### src/rtl/aftab_signed_multiplier.sv
// Sequential signed/unsigned shift-add multiplier for the AFTAB AAU; start/done pulse handshake.
// Optional early termination when the multiplier runs out of set bits: define AFTAB_MUL_EARLY_TERM_EN.
module aftab_signed_multiplier #(
  parameter int size = 33
) (
  input  logic                clk,
  input  logic                rst,
  input  logic                startSMul,
  input  logic                SignedUnsignedbar,
  input  logic [size-1:0]     multiplicand,
  input  logic [size-1:0]     multiplier,
  output logic                busySMul,
  output logic                doneSMul,
  output logic [2*size-1:0]   productOut
);

  localparam int CW = $clog2(size + 1);
  localparam logic [CW-1:0] LAST = CW'(size);

  typedef enum logic [1:0] {IDLE, CALC, DONE} state_t;

  state_t              pState, nState;
  logic [2*size-1:0]   acc, mcand;
  logic [size-1:0]     mr;
  logic [CW-1:0]       count;
  logic                negRes;

  logic [size-1:0]     magA, magB;
  logic                finish;
  logic [2*size-1:0]   finalProd;

  always_comb begin
    magA = (SignedUnsignedbar && multiplicand[size-1]) ? -multiplicand : multiplicand;
    magB = (SignedUnsignedbar && multiplier[size-1])   ? -multiplier   : multiplier;
`ifdef AFTAB_MUL_EARLY_TERM_EN
    // Once mr has no set bits left the remaining iterations cannot change acc.
    finish = (count == LAST) || (mr == '0);
`else
    finish = (count == LAST);
`endif
    // Zero accumulator is never negated, so negative zero cannot appear.
    finalProd = (negRes && (acc != '0)) ? -acc : acc;
  end

  always_comb begin
    nState = pState;
    unique case (pState)
      IDLE:    if (startSMul) nState = CALC;
      CALC:    if (finish)    nState = DONE;
      DONE:                   nState = IDLE;
      default:                nState = IDLE;
    endcase
  end

  always_ff @(posedge clk or negedge rst) begin
    if (!rst) begin
      pState     <= IDLE;
      acc        <= '0;
      mcand      <= '0;
      mr         <= '0;
      count      <= '0;
      negRes     <= 1'b0;
      productOut <= '0;
    end else begin
      pState <= nState;
      unique case (pState)
        IDLE: begin
          if (startSMul) begin
            acc    <= '0;
            mcand  <= {{size{1'b0}}, magA};
            mr     <= magB;
            count  <= '0;
            negRes <= SignedUnsignedbar & (multiplicand[size-1] ^ multiplier[size-1]);
          end
        end
        CALC: begin
          if (finish) begin
            productOut <= finalProd;
          end else begin
            if (mr[0]) acc <= acc + mcand;
            mcand <= mcand << 1;
            mr    <= mr >> 1;
            count <= count + 1'b1;
          end
        end
        default: ;
      endcase
    end
  end

  assign busySMul = (pState != IDLE);
  assign doneSMul = (pState == DONE);

endmodule

### config.mk
export PLATFORM = sky130hd
export DESIGN_NAME = aftab_signed_multiplier
export DESIGN_NICKNAME = d
export VERILOG_FILES = /design/src/rtl/aftab_signed_multiplier.sv
export SDC_FILE = /design/constraint.sdc
export NUM_CORES = 1
export LEC_CHECK = 0
export ABC_AREA = 0
export CORE_UTILIZATION = 50
export CTS_CLUSTER_DIAMETER = 80
export CTS_CLUSTER_SIZE = 12
export DETAILED_ROUTE_END_ITERATION = 10
export PLACE_DENSITY_LB_ADDON = 0.3
export SLEW_MARGIN = 20
export SYNTH_ARGS = -nofsm -noshare
export SYNTH_HDL_FRONTEND = slang
export SYNTH_SLANG_ARGS = --single-unit
### constraint.sdc
create_clock -name clk -period 10.8 [get_ports clk]
set_input_delay 1.62 -clock clk [delete_from_list [all_inputs] [get_ports clk]]
set_output_delay 1.62 -clock clk [all_outputs]
set_load 0.05 [all_outputs]
==> metrics <==
H-tree Lvls=1; launching point of the worst reg2reg path=acc[2]; Internal=around 2600 uW; Post-synth EDFFs=0; vias in the first global route=approximately 13000; Cell Area, Synth=approximately 16000 um^2; port buffer count=~140; commonest non-fill, non-tap cell in the layout=nand2_1; # rows=64; endpoint arrival time on the critical path=roughly 5 ns; Sequential Power Share=0.328; dpl hpwl=a little under 30 mm; share of cells above drive strength 1=0.0319; crit-path max FO=6; Core Region=30600 um^2; fmax=approximately 220 MHz; max-cap viol count=0; Die Y=~180 um; routed wire length=just over 40 mm; Fin. Hold Viols=0; Detail Route Antenna Nets=0; Switching Share=0.470; switching pwr=about 2300 uW; design area=about 18000 um^2; period utilization=0.423; CTS clk-pin slew, worst paths=approximately 0.060 ns; Worst Setup End Kind=flip-flop; CTS tree=yes; Clk Latency, worst-skew pair=0.51 ns; reg2reg path depth=12; Setup Buffers After CTS=0; gp weighted congestion=roughly 0.94; initial detailed-routing violation count=932; initial antenna violation count=0; r2r setup slk=6.23 ns; via count=13900; Area Growth Syn to Fin=14.1%; die width=178 um; Worst Path Required=~11 ns; DP Area=17200 um^2; DRC viols=0; Leak Pwr=between 0.007 and 0.008 uW; Power Total=4900 uW; Post-synth ARST share=1.00; top cell type's share of synthesized area=0.386; vias per cell=5.85; Fillers=roughly 2800; type of origin of the critical path=flip-flop; syn avg cell area=8.18 um^2; Clock power frac=0.142; All-Layer GR Usage=0.260; Worst IR Drop VDD=about 130 uV; drt first pass iters=5; Slew headroom=0.312; Synth cell types=just under 70; HP Class=flip-flop to flip-flop; Mapped Nets=about 2000; post-synthesis register bit count=240; run status=finished clean; WHS Endpoint=mr[31]; final net count=2119; Cells after Synth=1902; Worst Tran Pin Value=1.03 ns; prevailing post-synth register cell=dfrtp_1; post-cts sizing count=0; # diodes=0; total CTS buffers=23; Synth area leaders=dfrtp_1, nand2_1, o21ai_0, ha_1, xor2_1; Comb pwr share=0.530; # setup viols final=0; CTS Root Cell=clkbuf_16; Post-CTS Hold Buffers=0; Fin Clk Skew=approximately 0.0067 ns; Num Clock Sinks=240; Die Footprint=31800 um^2; CTS max path bufs=3; hold_sp=mr[31]; Setup CP Type=flip-flop to flip-flop; R2R Path End=acc[62]; Initial Util=0.508; largest net degree at the start of global routing=between 100 and 150; Tmin final=4.57 ns; post-DR wirelength/cell=approximately 17 um; synth warn=0; GR Overflow Total=0; worst hold stages=2; Top-Level Pins=138; Seq/Total Area, Yosys=0.386; max-slew violation count=0; first-pass GRT wire length=between 60 and 70 mm; RSZ-0062 raised after global routing=false; WHS=0.479 ns; most frequent cells in the layout=nand2_1, dfrtp_1, o21ai_0; pwr dens=approximately 280 nW/um^2; Synth area leader=dfrtp_1; setup TNS=0 ns
==> power by group through the flow <==
stage,Clock [uW],Combinational (uW),Sequential [uW]
floorplan,0,1820,1640
global placement,0,2520,1600
detailed placement,0,2580,1610
CTS,718,2580,1600
global route,749,2900,1650
finish,698,2600,1600
==> cell type report <==
cell class | count | area, um^2 | share of cell area
clock buffer | 23 | 576 | 0.0324
inverter | 33 | 124 | 0.00698
multi-input combinational | 1531 | 9070 | 0.511
sequential | 240 | 6010 | 0.339
tap | 396 | 495 | 0.0279
timing repair buffer | 149 | 1470 | 0.0829
==> synthesized netlist by cell type, drive strengths merged, types with 14 or more instances <==
cell type / number
nand2: 313
o21ai: 264
dfrtp: 240
a21oi: 165
nor2: 123
xor2: 100
nand3: 99
clkbuf: 86
xnor2: 81
ha: 70
a21o: 33
inv: 33
o31ai: 32
nor3: 31
or3: 22
nand4: 18
nor4: 17
a31oi: 14
==> through the flow <==
step | worst slack, ns | cells | util
after floorplan | 6.81 | 1902 | -
after global placement | 5.95 | 2349 | 0.561
after detailed placement | 5.84 | 2349 | 0.561
after CTS | 6.29 | 2372 | 0.580
after global routing | 5.94 | 2372 | 0.580
final | 6.23 | 2372 | 0.580
==> sequential cells by signal (all words and copies together) (netlist names) <==
name        flops
pState          2
mcand          66
mr             33
negRes          1
acc            66
productOut     66
count           6
==> worst max-delay path by stage <==
stage / from / endpoint / slack, ns
2_1_floorplan: multiplier[15] / mr[30] / 6.81
3_3_place_gp: multiplier[3] / mr[30] / 5.95
3_5_place_dp: multiplier[3] / mr[30] / 5.84
4_1_cts: acc[2] / acc[62] / 6.29
5_1_grt: acc[0] / acc[62] / 5.94
6_report: acc[2] / acc[62] / 6.23
==> critical path, stage by stage (launching register included) <==
cell and delay (ns):
dfrtp_1 0.45, ha_1 0.37, nor2b_1 0.17, o31ai_1 0.49, a21oi_1 0.20, a221o_1 0.44, a31oi_1 0.46, o41a_1 0.40
o21bai_1 0.24, a221oi_1 0.71, o31ai_1 0.22, xnor2_1 0.17, o21ai_0 0.08
==> kinds of logic (layout without fill, tap and decap cells) <==
family,Yosys count,after routing,share of synthesized area
simple gates,690,690,0.203
flops,240,240,0.386
compound gates,586,586,0.217
buf+inv,131,205,0.0328
fa+ha+maj,71,71,0.0576
mux,3,3,0.00201
xor+xnor,181,181,0.102
==> layer usage <==
metal	up-vias	track usage	share of wire
met3	61	0.0303	0.055
met1	6547	0.377	0.48
met4	0	0.0759	0.023
met5	-	0	0
met2	397	0.406	0.44
li1	6868	-	-
No activity file was read; power rests on OpenSTA's default activity.
